==> config.mk <==
export PLATFORM = sky130hd
export DESIGN_NAME = grf_wb_arbiter
export DESIGN_NICKNAME = d
export VERILOG_FILES = /design/src/rtl/grf_wb_arbiter.sv
export SDC_FILE = /design/constraint.sdc
export NUM_CORES = 1
export LEC_CHECK = 0
export ABC_AREA = 1
export CAP_MARGIN = 10
export CORE_ASPECT_RATIO = 2
export CORE_MARGIN = 2
export CORE_UTILIZATION = 45
export CTS_CLUSTER_SIZE = 8
export DETAILED_ROUTE_END_ITERATION = 8
export PLACE_DENSITY_LB_ADDON = 0.25
export SYNTH_ARGS = -nofsm -noshare
export SYNTH_HDL_FRONTEND = slang
export SYNTH_SLANG_ARGS = --single-unit
==> constraint.sdc <==
create_clock -name Clk -period 3.9 [get_ports Clk]
set_clock_uncertainty 0.15 [all_clocks]
set_input_delay 0.78 -clock Clk [delete_from_list [all_inputs] [get_ports Clk]]
set_output_delay 0.78 -clock Clk [all_outputs]
set_load 0.02 [all_outputs]
==> src/rtl/grf_wb_arbiter.sv <==
// grf_wb_arbiter: shares the single GRF write port between the datapath
// writeback (WB0) and the link-register writeback (WB1). Each requester owns a
// one-entry holding buffer. A single registered grant per cycle drives
// RegWrite/RD/WData, and writes to $0 are dropped at the handshake.
// Optional feature: define GRF_WB_BYPASS_EN to add the read-stage bypass ports
// (Byp_Addr, Byp_Hit, Byp_Data).
module grf_wb_arbiter #(
  parameter int DW     = 32,
  parameter int AW     = 5,
  parameter int ARB_RR = 1
) (
  input  logic          Clk,
  input  logic          Reset,
  input  logic          WB0_Valid,
  output logic          WB0_Ready,
  input  logic [AW-1:0] WB0_Addr,
  input  logic [DW-1:0] WB0_Data,
  input  logic          WB1_Valid,
  output logic          WB1_Ready,
  input  logic [AW-1:0] WB1_Addr,
  input  logic [DW-1:0] WB1_Data,
  output logic          RegWrite,
  output logic [AW-1:0] RD,
  output logic [DW-1:0] WData,
  output logic          Busy
`ifdef GRF_WB_BYPASS_EN
  ,
  input  logic [AW-1:0] Byp_Addr,
  output logic          Byp_Hit,
  output logic [DW-1:0] Byp_Data
`endif
);

  logic [1:0]    pend_v;
  logic [AW-1:0] pend_addr [2];
  logic [DW-1:0] pend_data [2];
  logic          older;      // index of the older buffer when both are valid
  logic          rr_ptr;     // preferred buffer for the next contended grant

  logic [1:0]    in_valid;
  logic [AW-1:0] in_addr [2];
  logic [DW-1:0] in_data [2];
  logic [1:0]    grant;
  logic [1:0]    discard;
  logic [1:0]    ready;
  logic [1:0]    load;
  logic          contended;
  logic          gnt_idx;

  assign in_valid   = {WB1_Valid, WB0_Valid};
  assign in_addr[0] = WB0_Addr;
  assign in_addr[1] = WB1_Addr;
  assign in_data[0] = WB0_Data;
  assign in_data[1] = WB1_Data;

  // Arbitration: a same-address pair collapses onto the younger entry, a
  // genuine contention is resolved by rr_ptr (or fixed WB0 priority).
  always_comb begin
    // NOTE: every output of this block gets a default first so no path leaves
    // it unassigned, which would infer a latch.
    grant     = '0;
    discard   = '0;
    contended = 1'b0;
    if (&pend_v) begin
      if (pend_addr[0] == pend_addr[1]) begin
        grant[~older]  = 1'b1;
        discard[older] = 1'b1;
      end else begin
        contended = 1'b1;
        if (ARB_RR != 0 && rr_ptr) grant[1] = 1'b1;
        else                       grant[0] = 1'b1;
      end
    end else begin
      grant = pend_v;
    end
  end

  assign gnt_idx   = grant[1];
  assign ready     = ~pend_v | grant;
  assign WB0_Ready = ready[0];
  assign WB1_Ready = ready[1];
  assign load[0]   = in_valid[0] & ready[0] & (in_addr[0] != '0);
  assign load[1]   = in_valid[1] & ready[1] & (in_addr[1] != '0);
  assign Busy      = (|pend_v) | RegWrite;

  // Buffer occupancy, relative age and round-robin pointer.
  always_ff @(posedge Clk or posedge Reset) begin
    // NOTE: state is updated with non-blocking assignments so every register
    // samples the pre-edge values regardless of statement order.
    if (Reset) begin
      pend_v <= '0;
      older  <= 1'b0;
      rr_ptr <= 1'b0;
    end else begin
      for (int i = 0; i < 2; i++) begin
        if (load[i])                     pend_v[i] <= 1'b1;
        else if (grant[i] || discard[i]) pend_v[i] <= 1'b0;
      end
      // The most recently loaded entry is the younger one; WB1 wins a tie.
      if (load[1])      older <= 1'b0;
      else if (load[0]) older <= 1'b1;
      // Only a real choice between two buffers moves the pointer, so a lone
      // grant does not steal the other requester's turn.
      if (contended) rr_ptr <= ~gnt_idx;
    end
  end

  // Buffer payload capture.
  always_ff @(posedge Clk) begin
    // NOTE: payload storage is not reset; pend_v alone decides whether an
    // entry is meaningful.
    for (int i = 0; i < 2; i++) begin
      if (load[i]) begin
        pend_addr[i] <= in_addr[i];
        pend_data[i] <= in_data[i];
      end
    end
  end

  // Registered GRF write port; address and data hold when idle.
  always_ff @(posedge Clk or posedge Reset) begin
    if (Reset) begin
      RegWrite <= 1'b0;
      RD       <= '0;
      WData    <= '0;
    end else begin
      RegWrite <= |grant;
      if (|grant) begin
        RD    <= pend_addr[gnt_idx];
        WData <= pend_data[gnt_idx];
      end
    end
  end

`ifdef GRF_WB_BYPASS_EN
  // Read-stage bypass: youngest buffered value first, then the output register.
  always_comb begin
    Byp_Hit  = 1'b0;
    Byp_Data = '0;
    if (Byp_Addr != '0) begin
      if (pend_v[~older] && pend_addr[~older] == Byp_Addr) begin
        Byp_Hit  = 1'b1;
        Byp_Data = pend_data[~older];
      end else if (pend_v[older] && pend_addr[older] == Byp_Addr) begin
        Byp_Hit  = 1'b1;
        Byp_Data = pend_data[older];
      end else if (RegWrite && RD == Byp_Addr) begin
        Byp_Hit  = 1'b1;
        Byp_Data = WData;
      end
    end
  end
`endif

endmodule
* Word level (Yosys, flattened, before mapping)
Memories as Yosys holds them, arrays and structs flattened. A register that Yosys moved wholly into a read port is not among the register bits.
Cells that the tools add are included.
** Storage, ports and cells
- Bits in registers :: 5
- Bits in writable memories :: 74
- Input bits :: 78
- Output and inout bits :: 41
- Word-level logic and storage cells :: 55
- Memories kept :: 2
** Cells by class
- Magnitude comparators :: 4
- Eq/ne operators :: 1
- Multiplexer cells :: 22
- Bitwise gates (word level) :: 9
- Reductions and logical operators :: 12
** Memories
- pend_data :: words 2, bits a word 32, rd ports 1, clocked after Yosys merged registers in 1, write ports 2, RTL line 36 : logic [DW-1:0] pend_data [2];
- pend_addr :: words 2, bits a word 5, rd ports 3, clocked after Yosys merged registers in 1, write ports 2, RTL line 35 : logic [AW-1:0] pend_addr [2];
** Operators by type and width (count)
- 2-to-1 mux 1 bit :: 16
- nonzero test 5 bit :: 2
- 2-to-1 mux 2 bit :: 4
- nonzero test 2 bit :: 3
- equality test 5 bit :: 1
- bitwise AND 1 bit :: 4
- < comparator 1 x 2 -> 1 bit, second input constant :: 2
- OR reduction 2 bit :: 2
- demux 1 bit (select 1 bit) :: 2
- >= comparator 1 bit, second input constant :: 2
- logical AND 1 bit :: 2
- logical OR 1 bit :: 2
- inverter 1 bit :: 2
- inverter 2 bit :: 1
- bitwise OR 2 bit :: 1
- AND reduction 2 bit :: 1
- bitwise OR 1 bit :: 1

* Longest topological paths before layout
- Depth after elaboration :: 12
- Mapped depth :: 11
- Depth with buffers taken out :: 10

* Least setup slack after synthesis
OpenSTA, ideal clock, no wires.
- Path type :: register to register
- Start :: mem pend_addr[1][0]
- End :: mem pend_addr[1][0], enable pin
- Setup time :: 0.433 ns
- Data arrival time :: 2.752 ns
- Required time :: 3.317 ns
- Path slack :: 0.566 ns
- Cell stages (with the launch flop) :: 9
- Path buffers :: 1
- Period minus slack after synthesis :: 3.334 ns
- Cells stage by stage :: edfxtp_1 > nor2_1 > nor2_1 > nor2_2 > nand3_1 > nand3_2 > buf_2 > nand2_1 > nor2_1
** RTL lines (RTL line)
- start, declared :: 35

==> flow_summary.toml <==
[cells_and_area]
final_cells = 715
drive_gt1_share_pct = 8.65
synthToLayoutAreaGrowth_pct = 40.5
final_nets = 643
antenna_cells = 0

[critical_path]
arrival_ns = 2.43
critPathBufInv = 1
crit_family = "simple AND/OR/NAND/NOR gates"
crit_type = "flop to output pin"
critical_path.most_common_cell = "nor2_1"
startpoint_type = "flop"
max_stage_delay_ns = 0.64
endpoint_kind = "output pin"
critPathMaxFanout = 16
worstPathCellList = "nor2_1 -> nor2_1 -> nor2_2 -> nand4_2 -> nand3_1 -> clkdlybuf4s50_1"
worst_path_max_delay_cell = "clkdlybuf4s50_1"
required_ns = 2.97

[clocking]
cts_tree = "done"
ctsHoldBuffers = 0
cts_num_sinks = 116
htreeDepth = 4
cts_setup_buffers = 0
cts_root_buf = "clkbuf_16"
clockBufferDepth = 2
path_clk_slew_ns = 0.05
worstSkewPairLatency_ns = 0.40
cts_resized = 0
cts-buffers-inserted = 17

[die]
dieWidth_um = 76.5
rows = 53
die_area_um2 = 11400
pin_count = 119
initial_core_util_pct = 45.5
dieHeight_um = 149
core_um2 = 10400

[grt]
overflow = 0
antenna_found_initial = 0
grt_usage_pct = 20.0
met3_usage_pct = 5.45
use_met2_pct = 39.4
grt_pass1_wl_um = 17200
busiest_layer = "met2"
grtUsageMet1_pct = 18.4
grt_pass1_vias = 3595
grt_max_degree = 43

[synth]
synth_area_um2 = 4730
synthArstFlopShare_pct = 36.2
synth_top_area_share_pct = 46.9
synth_edf_count = 74
netlist_instances = 444
syn-num-nets = 522
ys_seq_elements = 116
yosys_warnings = 0
synth.most_common_cell = "nand2_1"
avgSynthCellArea_um2 = 10.7
synth-seq-area-share_pct = 69.1
synth_ff_type = "edfxtp_1"
ys_top_cells_by_count = "nand2_1 (126), inv_1 (82), edfxtp_1 (74)"
synth_area_leaders = "edfxtp_1 (47%), dfrtp_1 (22%), nand2_1 (10%)"
yosysTopAreaCell = "edfxtp_1"
ys_types = 23

[sta]
final_max_slew_viol_count = 0
fin_crit_ns = 3.36
timing.fmax_ghz = 0.298
post-route-period-util_pct = 86.2
finalSetupViolations = 0
tightest_slew_ns = 1.08
max_slew_margin_pct = 28.2
timing.setup.tns_ns = 0
finalHoldViolCount = 0
rsz0062_at_grt = "false"

[placed_design]
post-dp-hpwl_um = 7310
portBuffers = 118
place_inst = 683
gp_congestion = 0.805

[routing]
drtIter0Drc = 146
route.detailed.wl_per_inst_um = 15.2
antenna_left = 0
wl_um = 10800
vias_per_cell = 4.94
routed-via-count = 3534
first_pass_iters = 4
route.detailed.drc = 0

[pwr]
vdd_drop_max_mv = 0.549
p_total_uw = 5000
p_leak_uw = 0.00298
powerDensity_nw_per_um2 = 752

[outcome]
status = "completed"

[hold_path]
hp-class = "flop to flop"

[flow_run]
drv_cap = 0
[layer usage]
layer	vias up	part of all wire [%]	wire length (um)
li1	1691	-	-
met1	1707	34	3650
met2	118	60	6490
met3	18	4.3	465
met4	0	2.1	230
met5	-	0	0
[registers in the layout (all words and copies together), names as in the netlist]
signal     cells
rr_ptr         1
pend_addr     10
pend_data     64
older          1
RegWrite       1
pend_v         2
WData         32
RD             5
[layout make-up]
cell class,count,area (um2)
fillers,864,3760
flip-flops and latches,116,3270
repair buffers,125,1230
multi-input cells,222,1050
clock buffers,23,478
inverters,83,312
well taps,137,171
clock inverters,9,128
[cells in the final DEF (no fill, tap or decap), types with 3 or more instances in the layout]
cell type        count
nand3_1             39
clkbuf_16           17
inv_1               80
or2_2                3
edfxtp_1            74
clkbuf_1             3
clkdlybuf4s50_1    118
nor2_2               3
nand2_1            126
buf_4                7
clkinv_2             3
nand4_1             37
bufinv_16            3
dfrtp_1             41
clkbuf_8             3
clkinvlp_4           3
[kinds of logic after synthesis]
logic type | after synthesis | synth area share (%)
AOI/OAI and AO/OA | 5 | 0.687
xor gates and xnor gates | 1 | 0.185
buffers and inverters | 106 | 8.91
DFF | 116 | 69.1
and+or+nand+nor | 216 | 21.1
[metrics by stage]
stage | hold slack (ns) | utilization [%] | setup slack [ns] | instance area, um2
after floorplan | 0.292 | - | 0.566 | 4730
after global placement | 0.303 | 58.1 | 0.996 | 6050
after detailed placement | 0.314 | 58.1 | 0.945 | 6050
after CTS | 0.330 | 63.9 | 0.513 | 6650
after global routing | 0.354 | 63.9 | 0.365 | 6650
final | 0.326 | 63.9 | 0.539 | 6650
[worst paths after layout]
| kind | start | to | slack, ns | cells past startpoint |
|---|---|---|---|---|
| hold / removal | WData[11] | WData[11] | 0.33 | 2 |
| max in group asynchronous | Reset | pend_v[1] | 2.21 | 2 |
| hold reg to reg | WData[11] | WData[11] | 0.33 | 2 |
| setup / recovery | pend_addr[1][0] | WB0_Ready | 0.54 | 6 |
| setup reg to reg | pend_addr[0][0] | pend_data[1][10] | 1.29 | 7 |
| min in group asynchronous | Reset | WData[14] | 0.74 | 2 |
[power breakdown]
part	switching [uW]	total, uW	leakage, uW	internal [uW]
Clock	514	1560	0.000289	1050
Sequential	159	1830	0.00120	1670
Combinational	946	1600	0.00148	657
[worst reg2reg max path, cell delays in order, from the launching register on]
cell      delay [ns]
edfxtp_1        0.42
nand2_1         0.10
inv_1           0.04
nor2_1          0.11
nor2_2          0.06
nand4_2         0.28
nand2_1         0.20
nor2_4          0.84
Note: power is estimated with default switching activity, not from simulation.
